`src/rtl/sign_magnitude_decoder.sv`:
```
// Bit-serial two's-complement to sign-magnitude decoder, LSB first, one bit per clock.
// Uses the "copy through the first 1, then invert" rule; latency is WIDTH shift cycles.
module sign_magnitude_decoder #(
  parameter int WIDTH = 4
) (
  input  logic             clk,
  input  logic             rst,
  input  logic             in_valid,
  output logic             in_ready,
  input  logic [WIDTH-1:0] In,
  output logic             out_valid,
  input  logic             out_ready,
  output logic             Sign,
  output logic [WIDTH-1:0] Mag
);

  localparam int CW = $clog2(WIDTH) + 1;

  typedef enum logic [1:0] {IDLE, SHIFT, DONE} state_t;

  state_t           state;
  logic [WIDTH-1:0] sh;
  logic [WIDTH-1:0] acc;
  logic             s;
  logic             seen_one;
  logic [CW-1:0]    cnt;

  logic             o_bit;
  logic [WIDTH-1:0] acc_nxt;

  // Negative operands invert every bit above the lowest set bit.
  function automatic logic mag_bit(input logic b, input logic inv);
    return inv ? ~b : b;
  endfunction

  always_comb begin
    o_bit   = mag_bit(sh[0], s & seen_one);
    acc_nxt = {o_bit, acc[WIDTH-1:1]};
  end

  assign in_ready  = (state == IDLE);
  assign out_valid = (state == DONE);

  always_ff @(posedge clk or posedge rst) begin
    if (rst) begin
      state    <= IDLE;
      sh       <= '0;
      acc      <= '0;
      s        <= 1'b0;
      seen_one <= 1'b0;
      cnt      <= '0;
      Sign     <= 1'b0;
      Mag      <= '0;
    end else begin
      case (state)
        IDLE: begin
          if (in_valid) begin
            sh       <= In;
            s        <= In[WIDTH-1];
            seen_one <= 1'b0;
            cnt      <= '0;
            acc      <= '0;
            state    <= SHIFT;
          end
        end
        SHIFT: begin
          acc      <= acc_nxt;
          sh       <= sh >> 1;
          seen_one <= seen_one | sh[0];
          cnt      <= cnt + CW'(1);
          if (cnt == CW'(WIDTH - 1)) begin
            Mag   <= acc_nxt;
            Sign  <= s;
            state <= DONE;
          end
        end
        DONE: begin
          if (out_ready) state <= IDLE;
        end
        default: state <= IDLE;
      endcase
    end
  end

endmodule

```
`config.mk`:
```
export PLATFORM = sky130hd
export DESIGN_NAME = sign_magnitude_decoder
export DESIGN_NICKNAME = d
export VERILOG_FILES = /design/src/rtl/sign_magnitude_decoder.sv
export SDC_FILE = /design/constraint.sdc
export NUM_CORES = 1
export LEC_CHECK = 0
export CORE_AREA = 2 2 71 46
export CTS_CLUSTER_SIZE = 16
export DETAILED_ROUTE_END_ITERATION = 7
export DIE_AREA = 0 0 73 48
export SLEW_MARGIN = 15
export SYNTH_ARGS = -nofsm -noshare
export SYNTH_HDL_FRONTEND = slang
export SYNTH_SLANG_ARGS = --single-unit
```
`constraint.sdc`:
```
create_clock -name clk -period 1.25 [get_ports clk]
set_input_delay 0.25 -clock clk [delete_from_list [all_inputs] [get_ports clk]]
set_output_delay 0.25 -clock clk [all_outputs]
set_load 0.1 [all_outputs]
```
; After elaboration in Yosys (flattened, before gate mapping)
; Index checks and enable logic that the tools add are counted.
[classes]
add_sub_neg = 1
mul = 0
div = 0
n_lt_le_gt_ge = 0
eq_ne = 6
shift = 0
muxes = 13
bitwise = 3
reduce_logical = 6
[ops]
columns = operator, count
row1 = 4-bit case mux with 2 select lines, 2
row2 = 4-bit two-way mux, 2
row3 = 2-bit two-way mux, 3
row4 = 2-bit case mux with 3 select lines, 1
row5 = 3-bit case mux with 2 select lines, 1
row6 = 2-bit AND reduction, 3
row7 = 2-bit != test (second input constant), 2
row8 = 3-bit by 1-bit adder with 3-bit output (second input constant), 1
row9 = 3-bit by 2-bit equality test with 1-bit output (second input constant), 1
row10 = 3-bit two-way mux, 1
row11 = 3-bit AND reduction, 1
row12 = 2-bit by 1-bit equality test with 1-bit output (second input constant), 1
row13 = 2-bit equality test (second input constant), 1
row14 = 2-bit logical NOT, 1
row15 = 1-bit two-way mux, 2
row16 = 2-bit by 1-bit != test with 1-bit output (second input constant), 1
row17 = 1-bit case mux with 2 select lines, 1
row18 = 2-bit nonzero test, 1
row19 = 1-bit bitwise AND, 1
row20 = 1-bit inverter, 1
row21 = 1-bit OR, 1
[word_totals]
register_bits = 20
latch_bits = 0
mem_bits_rw = 0
rom_bits = 0
inputBits = 8
output_inout_bits = 7
wordCells = 37
memories = 0

; Logic depth before layout (Yosys ltp)
[depth]
ltp_word = 3
mapped_depth = 5
mapped_depth_nobuf = 5

; Worst setup path before layout
; Ideal clock, no wire load.
[synth_timing]
path_type = reg2out
start = reg state[1]
end = out out_valid
arrival_time_ps = 1798
t_required_ps = 1000
setup_slack_ps = -798
path_stages_with_launch = 3
n_path_buf = 0
path_cell_list = dfrtp_1 -> inv_2 -> nor2_1
[synth_via]
elab_chain_len = 1
[synth_lines]
columns = element, line_no
row1 = start: declaration, 21  ; state_t state;
row2 = start signal: assignment, 46  ; state <= IDLE;
row3 = start signal: assignment, 63  ; state <= SHIFT;
row4 = start signal: assignment, 74  ; state <= DONE;
row5 = 2-bit equality test, 42  ; assign out_valid = (state == DONE);
row6 = end: declaration, 11  ; output logic out_valid,
; Every way passes these cells.

; Worst setup path after layout
[layout_timing]
start = reg state[0]
end = out out_valid
; Same word-level chain as after synthesis.

==> flow_metrics.tcl <==
set metrics [dict create \
    synthToLayoutAreaGrowth_pct 58.96 \
    route.detailed.drc 0 \
    drtPass1Iterations 4 \
    dr.first_iter.drc_count 48 \
    violations "setup timing" \
    finalCritPeriodShare_pct 110.0 \
    ys_seq_area_share_pct 58.19 \
    worst_pin_slew_ns 0.2894 \
    fin_area_sq_um 1299 \
    worstHoldPathType "in2async" \
    cts_tree "done" \
    gp_congestion 0.8068 \
    io_pins 15 \
    setup_viol 6 \
    grt_max_degree 20 \
    track_usage_pct 11.92 \
    end_kind "primary output" \
    slew_headroom_pct 80.68 \
    std_cell_rows 15 \
    post_drt_wl_per_cell_um 14.20 \
    r2r_cells 4 \
    fmax_mhz 727.3 \
    root_buffer "clkbuf_8" \
    ant_nets 0 \
    mostFrequentLayoutCell "dfrtp_1" \
    dp_hpwl_mm 1.282 \
    seqCellArea_sq_um 481.7 \
    overflow 0 \
    setup_ws_ns -0.1250 \
    max_cap_viol_count 0 \
    synth_ff_type "dfrtp_1" \
    die_height_um 48 \
    via_per_inst 4.795 \
    clock-sinks 19 \
    grt_pass1_vias 616 \
    layout_min_cycle_time_ns 1.375 \
    slew_viol_final 0 \
    cts_buffers 3 \
    synth.avg_cell_area_sq_um 12.19 \
    critical_path.startpoint_type "flop" \
    r2r_start "state[0]" \
    synthesis.area_sq_um 817.0 \
    reg2reg_slack_ns -0.06 \
    hold_buffers 0 \
    post_synth_num_cell_types 23 \
    dr_total_vias 633 \
    rsz0062_at_grt "yes" \
    grt_first_pass_wirelength_mm 2.967 \
    placement.cell_area_sq_um 1142 \
    synthArstFlopShare_pct 100.0 \
    dieArea_sq_um 3504 \
    synth-warning-count 0 \
    fillers 259 \
    multi_input_area_sq_um 382.9 \
    crit_type "reg2out" \
    fin_skew_ns 0.004466 \
    dp_slack_ns -0.2020 \
    place.port_buffers 14 \
    clk_latency_ns 0.26 \
    ys_ff_latch 19 \
    reg2reg_to "Mag[1]" \
    finalHoldViolations 0 \
    htree_levels 1 \
    outcome "complete, but fails checks" \
    cp.arrival_ns 1.13 \
    synth_edf_count 0 \
    cp.required_ns 1.00 \
    cts.path.max_buffers 2 \
    clk_pin_slew_worst_paths_ns 0.07 \
    layout-drive-gt1-share_pct 47.96 \
    path_max_fanout 4 \
    core-area_sq_um 2796 \
    antennaDiodeCount 0 \
    syn_inst 67 \
    syn_nets 77 \
    antenna_found_initial 0 \
    setup.worst_path.start "state[0]" \
    drt_wl_total_mm 1.875 \
    die_x_um 73 \
    most-common-layout-cells "dfrtp_1, buf_4, buf_12" \
    fin_nets 109 \
    start_util_pct 29.22 \
]
-- per-stage QoR --
| step | util, % | instances | setup TNS [ns] | hold slack (ns) |
|---|---|---|---|---|
| 2_1_floorplan | - | 67 | -0.4433 | 0.2009 |
| 3_3_place_gp | 40.85 | 119 | -1.225 | 0.4926 |
| 3_5_place_dp | 40.85 | 119 | -1.709 | 0.4971 |
| 4_1_cts | 44.30 | 128 | -0.4003 | 0.3226 |
| 5_1_grt | 46.44 | 132 | -0.5691 | 0.3545 |
| 6_report | 46.44 | 132 | -0.3782 | 0.3178 |
-- sequential cells by signal (all words and copies together) (netlist names) --
| register | cells |
|---|---|
| cnt | 3 |
| acc | 3 |
| Sign | 1 |
| Mag | 4 |
| s | 1 |
| seen_one | 1 |
| state | 2 |
| sh | 4 |
-- kinds of logic after synthesis --
family	Yosys count	synth area share, %
AOI/OAI and AO/OA	21	17.76
DFF	19	58.19
and+or+nand+nor	12	8.423
buffers and inverters	7	4.134
muxes	5	7.350
adders and majority gates	2	3.062
xor gates and xnor gates	1	1.072
-- worst max-delay path by stage --
| stage | endpoint | cells after the start |
|---|---|---|
| 6_report | out_valid | 3 |
| 5_1_grt | out_valid | 3 |
| 4_1_cts | out_valid | 3 |
| 3_5_place_dp | sh[1] | 4 |
| 3_3_place_gp | sh[1] | 4 |
| 2_1_floorplan | s | 4 |
-- area by class of cell --
type,instances,area share (%)
inverter,6,1.927
clock buffer,4,3.468
sequential,19,37.09
timing repair buffer,28,24.76
tap,34,3.276
multi-input combinational,41,29.48
-- synth_stat cells (2+ instances only) --
cell type / number / area (sq um)
nand2b_1: 2 / 12.51
dfrtp_1: 19 / 475.5
ha_1: 2 / 25.02
mux2_1: 4 / 45.04
o22ai_1: 4 / 25.02
o21ai_1: 2 / 10.01
inv_1: 4 / 15.01
a2bb2oi_1: 2 / 17.52
a22o_1: 3 / 26.28
inv_2: 2 / 7.510
a21oi_1: 3 / 15.01
nor2_1: 2 / 7.510
o21ai_0: 3 / 15.01
nand2_1: 6 / 22.52
-- worst max-delay path, cell delays in order, from the launching register on --
cell and delay [ns]:
dfrtp_2 0.45, buf_6 0.14, nor2_4 0.10, buf_12 0.18
-- routing by layer --
metal | GRT usage (%) | vias up | routed length, um
li1 | - | 299 | -
met2 | 17.66 | 15 | 807
met1 | 16.37 | 317 | 959
met4 | 2.222 | 0 | 6
met5 | 0 | - | 0
met3 | 5.263 | 2 | 102
-- what timing repair did --
item / 4_1_cts / 5_1_grt
resized for setup: 4 / 8
setup buffers: 5 / 4
pin swaps: 1 / 3
setup endpoints to repair: 6 / 11
cloned: 0 / 0
Power is not shown: default switching activity piles up to over one toggle a cycle in this logic, so the estimate is an artifact.
